### src/rtl/ps2_key_tracker.sv
// ps2_key_tracker: PS/2 Set-2 key-state tracker.
// Takes bytes from the keyboard receiver and acknowledges each one with a
// one-cycle read pulse. An E0/F0 prefix FSM classifies each byte, and the
// tracker keeps a held/released bitmap for NUM_KEYS programmable codes.
// Optional feature macro: PS2_KEY_TRACKER_REPEAT_EN (key_press also pulses
// on typematic repeats while a key is held).

// Per-key state: one instance per KEY_CODES entry.
module ps2_key_lane #(
    parameter logic [8:0] CODE = 9'h000
) (
    input  logic       clock50,
    input  logic       reset,
    input  logic       ev_make,
    input  logic       ev_break,
    input  logic [8:0] ev_key,
    output logic       key_down,
    output logic       key_press,
    output logic       key_release
);
    logic hit;
    assign hit = (ev_key == CODE);

    // Held flag plus one-cycle press/release pulses. Make and break never coincide.
    always_ff @(posedge clock50) begin
        if (reset) begin
            key_down    <= 1'b0;
            key_press   <= 1'b0;
            key_release <= 1'b0;
        end else begin
            key_press   <= 1'b0;
            key_release <= 1'b0;
            if (hit && ev_make) begin
                key_down  <= 1'b1;
`ifdef PS2_KEY_TRACKER_REPEAT_EN
                key_press <= 1'b1;
`else
                key_press <= ~key_down;
`endif
            end else if (hit && ev_break) begin
                key_down    <= 1'b0;
                key_release <= key_down;
            end
        end
    end
endmodule

module ps2_key_tracker #(
    parameter int                    NUM_KEYS  = 4,
    parameter logic [NUM_KEYS*9-1:0] KEY_CODES = {9'h023, 9'h01C, 9'h01B, 9'h01D},
    parameter int                    TIMEOUT   = 500000
) (
    input  logic                clock50,
    input  logic                reset,
    input  logic                scan_ready,
    input  logic [7:0]          scan_code,
    output logic                read,
    output logic [NUM_KEYS-1:0] key_down,
    output logic [NUM_KEYS-1:0] key_press,
    output logic [NUM_KEYS-1:0] key_release,
    output logic                seq_error
);
    localparam int CW = $clog2(TIMEOUT);

    typedef enum logic [1:0] {IDLE, EXT, BRK, EXT_BRK} state_t;

    state_t        state;
    logic          sr_q;
    logic [CW-1:0] tmo_cnt;
    logic          accept;
    logic          is_e0;
    logic          is_f0;
    logic          ev_make;
    logic          ev_break;
    logic          ev_ext;
    logic [8:0]    ev_key;

    // A byte is taken only on the rising edge of scan_ready.
    assign accept = scan_ready & ~sr_q;
    assign is_e0  = (scan_code == 8'hE0);
    assign is_f0  = (scan_code == 8'hF0);

    // Classify a non-prefix byte as make/break with its extended flag.
    always_comb begin
        ev_make  = 1'b0;
        ev_break = 1'b0;
        ev_ext   = 1'b0;
        if (accept && !is_e0 && !is_f0) begin
            case (state)
                IDLE:    ev_make = 1'b1;
                EXT:     begin ev_make  = 1'b1; ev_ext = 1'b1; end
                BRK:     ev_break = 1'b1;
                EXT_BRK: begin ev_break = 1'b1; ev_ext = 1'b1; end
                default: ev_make = 1'b0;
            endcase
        end
    end

    assign ev_key = {ev_ext, scan_code};

    // Prefix FSM, handshake and prefix timeout.
    always_ff @(posedge clock50) begin
        if (reset) begin
            state     <= IDLE;
            sr_q      <= 1'b0;
            read      <= 1'b0;
            seq_error <= 1'b0;
            tmo_cnt   <= '0;
        end else begin
            sr_q      <= scan_ready;
            read      <= accept;
            seq_error <= 1'b0;
            if (accept) begin
                tmo_cnt <= '0;
                case (state)
                    IDLE: begin
                        if (is_e0)      state <= EXT;
                        else if (is_f0) state <= BRK;
                    end
                    EXT: begin
                        if (is_f0)       state <= EXT_BRK;
                        else if (!is_e0) state <= IDLE;
                    end
                    BRK: begin
                        // E0 after F0 is malformed: drop the break, start a new extended code.
                        if (is_e0) begin
                            state     <= EXT;
                            seq_error <= 1'b1;
                        end else if (!is_f0) begin
                            state <= IDLE;
                        end
                    end
                    EXT_BRK: begin
                        state <= IDLE;
                        if (is_e0 || is_f0) seq_error <= 1'b1;
                    end
                    default: state <= IDLE;
                endcase
            end else if (state != IDLE) begin
                if (tmo_cnt == CW'(TIMEOUT - 1)) begin
                    state     <= IDLE;
                    seq_error <= 1'b1;
                    tmo_cnt   <= '0;
                end else begin
                    tmo_cnt <= tmo_cnt + CW'(1);
                end
            end else begin
                tmo_cnt <= '0;
            end
        end
    end

    // All table entries compare in parallel; duplicate entries all update.
    for (genvar i = 0; i < NUM_KEYS; i++) begin : g_lane
        ps2_key_lane #(.CODE(KEY_CODES[i*9 +: 9])) u_lane (
            .clock50     (clock50),
            .reset       (reset),
            .ev_make     (ev_make),
            .ev_break    (ev_break),
            .ev_key      (ev_key),
            .key_down    (key_down[i]),
            .key_press   (key_press[i]),
            .key_release (key_release[i])
        );
    end
endmodule

### config.mk
export PLATFORM = sky130hd
export DESIGN_NAME = ps2_key_tracker
export DESIGN_NICKNAME = d
export VERILOG_FILES = /design/src/rtl/ps2_key_tracker.sv
export SDC_FILE = /design/constraint.sdc
export NUM_CORES = 1
export LEC_CHECK = 0
export CORE_AREA = 4 4 64 66
export CTS_BUF_LIST = sky130_fd_sc_hd__clkbuf_8
export DETAILED_ROUTE_END_ITERATION = 8
export DIE_AREA = 0 0 68 70
export GPL_ROUTABILITY_DRIVEN = 0
export PLACE_DENSITY = 0.74
export SLEW_MARGIN = 20
export SYNTH_ARGS = -nofsm -noshare
export SYNTH_HDL_FRONTEND = slang
export SYNTH_SLANG_ARGS = --single-unit
### constraint.sdc
create_clock -name clock50 -period 4.63 [get_ports clock50]
set_input_delay 0.926 -clock clock50 [delete_from_list [all_inputs] [get_ports clock50]]
set_output_delay 0.926 -clock clock50 [all_outputs]
set_load 0.1 [all_outputs]
Word level (Yosys, flattened, before mapping). Cells that the tools add are included.

Register bits: 36. Input bits: 11. Output and inout port bits: 14.

Add/sub/neg operators: 1. Equality and inequality tests: 13. Muxes and demuxes: 30. Bitwise operators: 15. Reductions and logical operators: 34.

Operators by type and width (count): equality test 9 x 5 -> 1 bit (second input constant) (3); adder 19 x 1 -> 19 bit (second input constant) (1); equality test 19 bit (second input constant) (1); 2-to-1 mux 1 bit (19); 2-to-1 mux 2 bit (9); equality test 8 bit (second input constant) (2); inverter 1 bit (14); nonzero test 2 bit (7); OR reduction 2 bit (7); != test 4 bit (second input constant) (3); OR reduction 3 bit (4); logical AND 1 bit (10); equality test 9 x 6 -> 1 bit (second input constant) (1); case mux 2 bit (4 select lines) (1); AND reduction 5 bit (1); equality test 2 bit (second input constant) (2); OR reduction 4 bit (1); equality test 2 x 1 -> 1 bit (second input constant) (1); logical NOT 1 bit (2); logical NOT 2 bit (1); case mux 1 bit (2 select lines) (1); AND 1 bit (1); logical OR 1 bit (1).

Logic depth before layout (Yosys ltp). Gate-level depths: netlist of the first run.

Depth in word-level cells: 9. Gate-level depth with buffers: 6. Depth with buffers taken out: 5.

Hierarchy. A second synthesis of the first run with hierarchy kept.

Cells, all modules: 186. Area total of the unflattened synthesis: 1778.0 um^2.

Modules (own cells, without submodules): ps2_key_tracker (instances 1, cells an instance 128, area each 1137.3 um^2, seq. area each 480.5 um^2); ps2_key_lane (g_lane[2].u_lane) (instances 1, cells an instance 15, area each 173.9 um^2, seq. area each 60.1 um^2); ps2_key_lane (g_lane[1].u_lane) (instances 1, cells an instance 14, area each 165.2 um^2, seq. area each 60.1 um^2); ps2_key_lane (g_lane[3].u_lane) (instances 1, cells an instance 14, area each 162.7 um^2, seq. area each 60.1 um^2); ps2_key_lane (g_lane[0].u_lane) (instances 1, cells an instance 15, area each 138.9 um^2, seq. area each 60.1 um^2).

Worst setup path after synthesis of the first run. No wires, ideal clock.

Path kind: input to register. Start point: input scan_code[2]. End point: register g_lane[3].u_lane.key_down. Arrival time: 2.177 ns. Setup slack: 2.362 ns. Stages on the path: 4. Path through: or3b_2 a2111oi_2 a21oi_1 a311oi_1.

Word-level cells in the longest chain between the ends: 8.

Ends and longest elaborated chain: start: declaration (RTL line 56) `input logic [7:0] scan_code,`; equality test 8 bit (RTL line 80) `assign is_e0 = (scan_code == 8'hE0);`; logical NOT 1 bit; logical AND 1 bit (2 in series) (RTL line 88) `if (accept && !is_e0 && !is_f0) begin`; 2-to-1 mux 1 bit (RTL line 88); equality test 9 x 6 -> 1 bit (RTL line 22) `assign hit = (ev_key == CODE);`; logical AND 1 bit, on equally long branches (RTL line 33, 40); 2-to-1 mux 1 bit or nonzero test 2 bit (tied branches); end signal: assignment (RTL line 27) `key_down <= 1'b0;`; end signal: assignment (RTL line 34) `key_down <= 1'b1;`; end signal: assignment (RTL line 41) `key_down <= 1'b0;`; end: declaration (RTL line 17) `output logic key_down,`.

Several ways; a longest one is shown, not always the timed one. A chain may end at the register's enable or synchronous reset.

Final worst setup path of the first run.
Start point: register g_lane[2].u_lane.key_down. End point: output key_down[2].

RTL lines: start: declaration (RTL line 17); start signal: assignment (RTL line 27); start signal: assignment (RTL line 34); start signal: assignment (RTL line 41); end: declaration (RTL line 58) `output logic [NUM_KEYS-1:0] key_down,`.

No word-level cell between the ends.

==> results of run 1 <==
==> synth_stat cells, types with 2 or more instances <==
master	n	share of area (%)
xor2_1	4	2.0
nor3b_1	4	1.7
and3_1	5	1.8
nor2_1	19	4.1
xnor2_1	10	5.0
nand2_1	11	2.4
nand4_1	7	2.5
o21ai_0	5	1.4
a311oi_1	3	1.5
nor3_1	12	3.5
a21oi_1	7	2.0
inv_1	5	1.1
buf_4	13	5.6
clkbuf_1	6	1.3
nor4_1	3	1.1
or3_1	2	0.72
or4_1	5	2.2
o31ai_1	2	0.86
nand2b_1	2	0.72
nand3_1	9	2.6
nor2b_1	5	1.8
dfxtp_1	36	41
or2_2	2	0.72
and4_1	5	2.5
==> metal layers <==
layer / GRT usage, % / up-vias
met1: 18.6 / 650
met4: 8.39 / 0
li1: - / 730
met5: 0 / -
met3: 5.31 / 11
met2: 23.3 / 47
==> through the flow <==
step | hold slack, ns | worst slack, ns
2_1_floorplan | 0.435 | 2.36
3_3_place_gp | 0.461 | 1.77
4_1_cts | 0.484 | 1.87
3_5_place_dp | 0.466 | 1.73
5_1_grt | 0.505 | 1.83
6_report | 0.483 | 1.87
==> layout make-up <==
cell class / count / area share [%]
Sequential cell: 36 / 35.7
Inverter: 5 / 0.931
Tap cell: 48 / 2.98
Timing Repair Buffer: 24 / 11.9
Clock buffer: 5 / 3.41
Multi-Input combinational cell: 137 / 43.1
Clock inverter: 3 / 1.92
==> logic make-up after synthesis <==
kind of cell | after synthesis
simple gates | 99
xor+xnor | 14
buf+inv | 25
flops | 36
compound gates | 23
fa+ha+maj | 1
==> state kept, by name, indices dropped and copies added, names as in the netlist <==
register and count:
tmo_cnt 19, g_lane.u_lane.key_down 4, g_lane.u_lane.key_press 4, g_lane.u_lane.key_release 4, state 2, read 1, seq_error 1, sr_q 1
==> worst max path at each step <==
stage,start,cells past startpoint,endpoint,slack (ns)
final,g_lane[2].u_lane.key_down,1,key_down[2],1.87
after global routing,g_lane[2].u_lane.key_down,1,key_down[2],1.83
after CTS,g_lane[2].u_lane.key_down,1,key_down[2],1.87
after detailed placement,scan_code[5],5,g_lane[0].u_lane.key_release,1.73
after global placement,scan_code[4],5,g_lane[1].u_lane.key_down,1.77
after floorplan,scan_code[2],4,g_lane[3].u_lane.key_down,2.36
==> power by group through the flow <==
stage | Clock (mW) | Sequential, mW | Combinational (mW)
finish | 0.260 | 0.311 | 0.0285
CTS | 0.268 | 0.311 | 0.0284
global route | 0.282 | 0.311 | 0.0303
detailed placement | 0 | 0.318 | 0.0281
global placement | 0 | 0.318 | 0.0282
floorplan | 0 | 0.321 | 0.0109
==> flow_summary.toml, run 1 <==
[logic_synthesis]
yosys.area_share.adder_pct = 0.719
synth_warnings = 0
syn-cell-area_mm2 = 0.00174
synth-edff-count = 0
ys_seq_area_share_pct = 41.4
synthMuxAreaShare_pct = 0
yosys.area_share.simple_pct = 32.9
synth_compound_area_share_pct = 9.27
yosys_register_bits = 36
synthXorXnorAreaFrac_pct = 7.05
syn_area_per_cell_um2 = 8.79
synthFlopType = "dfxtp_1"
synthArstFlopShare_pct = 0
synthCells = 198
synth_cell_type_count = 40
syn_nets = 210
synth_top_family_by_area = "simple AND/OR/NAND/NOR gates"

[timing]
setup_tns_ns = 0
rsz0062_at_grt = "false"
skew_ns = 0.00524
setup-violations-final = 0
slew_headroom_pct = 35.1
fin_crit_ns = 2.76
maxSlewViolCount = 0
worst_slew_pin_slew_ns = 0.971
max_freq_mhz = 363
timing.final.crit_share_pct = 59.6
finalHoldViolations = 0

[pwr]
power_density_mw_per_mm2 = 297
p_int_uw = 481
power.total_uw = 599
ir_worst_vdd_uv = 219
power.leakage_nw = 0.616
seq_power_share_pct = 51.9
switchingPower_uw = 119
pwr-share-clk_pct = 43.3
comb_power_share_pct = 4.8
switching_share_pct = 19.8

[setup_path]
reg2reg_depth = 4
startpoint_type = "flip-flop"
worstReg2RegEnd = "tmo_cnt[7]"
worstReg2RegStart = "tmo_cnt[8]"
crit_arrival_ns = 1.83
critical_path_required_ns = 3.70
slowest_delay_ns = 1.15
path_buf_inv = 1
crit_type = "flip-flop to primary output"
worst_setup_path_end_kind = "primary output"
reg2reg_slack_ns = 2.48
path_delay_family = "buffers and inverters"
critPathMaxFanout = 4
cp_cell_sequence = "clkdlybuf4s50_1"
slowest_stage = "clkdlybuf4s50_1"

[final_layout]
layoutNonFillerInstCount = 258
multi_input_area_um2 = 870
area_delta_synth_final_pct = 15.9
postLayoutCellArea_mm2 = 0.00202
seq_area_um2 = 721
layout_commonest_cell = "dfxtp_1"
fin_util_pct = 56.4
nFillCells = 337
drive_above_1_share_pct = 6.19
final_cell_mix = "36 x dfxtp_1, 24 x clkdlybuf4s50_1, 19 x nor2_1, 12 x nor3_1, 11 x nand2_1"
diodes = 0
nNetsFinal = 221

[drt]
top_layer_used = "met4"
ant_nets = 0
wl_met2_um = 1590
first_pass_iters = 4
totalWireLength_um = 3350
vias_per_cell = 5.57
met1_length_um = 1480
via_count = 1438
met3WireLength_um = 180
drt-wirelength-per-cell_um = 13.0
drc_errors = 0
dr.first_iter.drc_count = 79

[clocking]
clkLatencyLatePin_ns = 0.28
cts_tree = "yes"
cts_resized = 0
numClockSinks = 36
tritoncts.num_buffers = 5
cts_buffer_depth = 2
htree_num_levels = 2
postCtsHoldBufs = 0
post_cts.repair.setup_buffers = 0
clk_pin_slew_ns = 0.07
root_buffer = "clkbuf_8"

[worst_hold_path]
hp-start = "tmo_cnt[0]"
hp-class = "flip-flop to flip-flop"
min_path_cells = 1
worstHoldEndpoint = "tmo_cnt[0]"

[global_routing]
grt_pass1_vias = 1313
grt_overflow_total = 0
grt_pass1_wl_um = 5690
track_usage_pct = 15.4
antenna_found_initial = 0
grt_max_degree = 17

[place]
place.port_buffers = 24
dpl-instance-area_mm2 = 0.00191
hpwl_um = 2470
dp_cells = 250

[floorplan]
core_area_mm2 = 0.00358
die_w_um = 68
io_pins = 25
dieArea_mm2 = 0.00476
start_util_pct = 48.6
core.rowCount = 22
die_h_um = 70

[job]
drv_cap = 0

[run_status]
status = "finished, final reports clean"
No activity file was read; power rests on OpenSTA's default activity.
==> inputs of run 2 (changes only) <==
Clock period 4.63 ns to 2.9 ns, I/O delays scaled along.
==> run 2 against run 1 <==
Setup slack lost 1.3 ns. Critical path depth grew 4. Clock power grew 62%. First-iteration DRC count shrank 24%. Clock-buffer cell count is the same. Non-clock buffer count grew 1. Clock skew shrank 0.00076 ns. Via count is essentially flat. Register-to-register slack lost 1.7 ns. Power grew 61%. Critical path type is now input pin to flip-flop.
==> flow_summary.toml, run 2 (synthesis results as in run 1) <==
[pwr]
power_density_mw_per_mm2 = 483
ir_worst_vdd_uv = 388
pwr-share-clk_pct = 43.7
power.total_uw = 962
comb_power_share_pct = 4.7
seq_power_share_pct = 51.6
switchingPower_uw = 195
switching_share_pct = 20.2
p_int_uw = 767
power.leakage_nw = 0.650

[floorplan]
io_pins = 25
dieArea_mm2 = 0.00476
core.rowCount = 22
start_util_pct = 48.6
die_h_um = 70
core_area_mm2 = 0.00358
die_w_um = 68

[final_layout]
nFillCells = 337
largest_reg_flops = 19
nNetsFinal = 222
fin_util_pct = 55.6
layoutNonFillerInstCount = 259
seq_area_um2 = 721
largest_register = "tmo_cnt"
diodes = 0
postLayoutCellArea_mm2 = 0.00199
multi_input_area_um2 = 870
area_delta_synth_final_pct = 14.3
final_cell_mix = "36 x dfxtp_1, 19 x nor2_1, 15 x buf_4, 12 x nor3_1, 11 x nand2_1"
layout_commonest_cell = "dfxtp_1"
drive_above_1_share_pct = 13.3

[clocking]
cts_resized = 0
htree_num_levels = 2
clkLatencyLatePin_ns = 0.28
tritoncts.num_buffers = 5
root_buffer = "clkbuf_8"
post_cts.repair.setup_buffers = 0
numClockSinks = 36
cts_buffer_depth = 2
cts_tree = "yes"
clk_pin_slew_ns = 0.07
postCtsHoldBufs = 0

[timing]
finalWorstSetupSlack_ns = 0.586
slew_headroom_pct = 56.9
whs_ns = 0.485
setup-violations-final = 0
max_freq_mhz = 432
setup_tns_ns = 0
timing.final.crit_share_pct = 79.8
skew_ns = 0.00448
finalHoldViolations = 0
worst_slew_pin_slew_ns = 0.646
fin_crit_ns = 2.31
rsz0062_at_grt = "false"
maxSlewViolCount = 0

[drt]
first_pass_iters = 4
dr.first_iter.drc_count = 60
via_count = 1439
drt-wirelength-per-cell_um = 13.4
vias_per_cell = 5.56
ant_nets = 0
drc_errors = 0
totalWireLength_um = 3480

[setup_path]
startpoint_type = "input pin"
critical_path_required_ns = 3.09
critPathLaunch = "scan_code[5]"
critPathMaxFanout = 4
crit_arrival_ns = 2.50
worstReg2RegStart = "tmo_cnt[8]"
crit_type = "input pin to flip-flop"
worst_setup_path_end_kind = "flip-flop"

[global_routing]
grt_pass1_vias = 1374
grt_pass1_wl_um = 5950
track_usage_pct = 16.2
grt_max_degree = 17
antenna_found_initial = 0
grt_overflow_total = 0

[worst_hold_path]
hp-start = "tmo_cnt[0]"
hp-class = "flip-flop to flip-flop"

[place]
hpwl_um = 2600
dpl-instance-area_mm2 = 0.00188
place_ws_ns = 0.330
dp_cells = 251
place.port_buffers = 24

[job]
drv_cap = 0

[run_status]
status = "finished, final reports clean"
## run 2: changes by cell type in the layout (fill, tap and decap cells not counted), sizes merged
cell           previous run  this run
buf                       0        15
clkdlybuf4s50            24        10
## run 2: power groups by stage
stage          logic, mW  clock network (mW)  registers, mW
5_1_grt           0.0490               0.448          0.496
2_1_floorplan     0.0173                   0          0.513
6_report          0.0454               0.420          0.497
4_1_cts           0.0451               0.434          0.496
3_5_place_dp      0.0448                   0          0.508
3_3_place_gp      0.0448                   0          0.508
## run 2: worst paths after layout
check                              end  slack (ns)  cells after the start
min                         tmo_cnt[0]        0.49                      1
max reg2reg                 tmo_cnt[9]        0.74                      4
max          g_lane[3].u_lane.key_down        0.59                      5
min reg2reg                 tmo_cnt[0]        0.49                      1
## run 2: final cells by class
class,instances,share of cell area (%)
Multi-Input combinational cell,137,43.7
Sequential cell,36,36.2
Timing Repair Buffer,25,10.7
Clock buffer,5,3.46
Tap cell,48,3.02
Clock inverter,3,1.95
Inverter,5,0.943
## run 2: critical path: stages
cell and delay, ns:
clkdlybuf4s50_1 0.50, or3b_2 0.51, a2111oi_2 0.51, a21oi_1 0.13, a311oi_1 0.27
## run 2: metal layers
metal,up-vias,GRT usage (%),part of all wire (%)
met3,4,4.50,5.0
met1,661,19.2,45
li1,735,-,-
met4,0,7.28,1.5
met5,-,0,0
met2,39,26.4,49
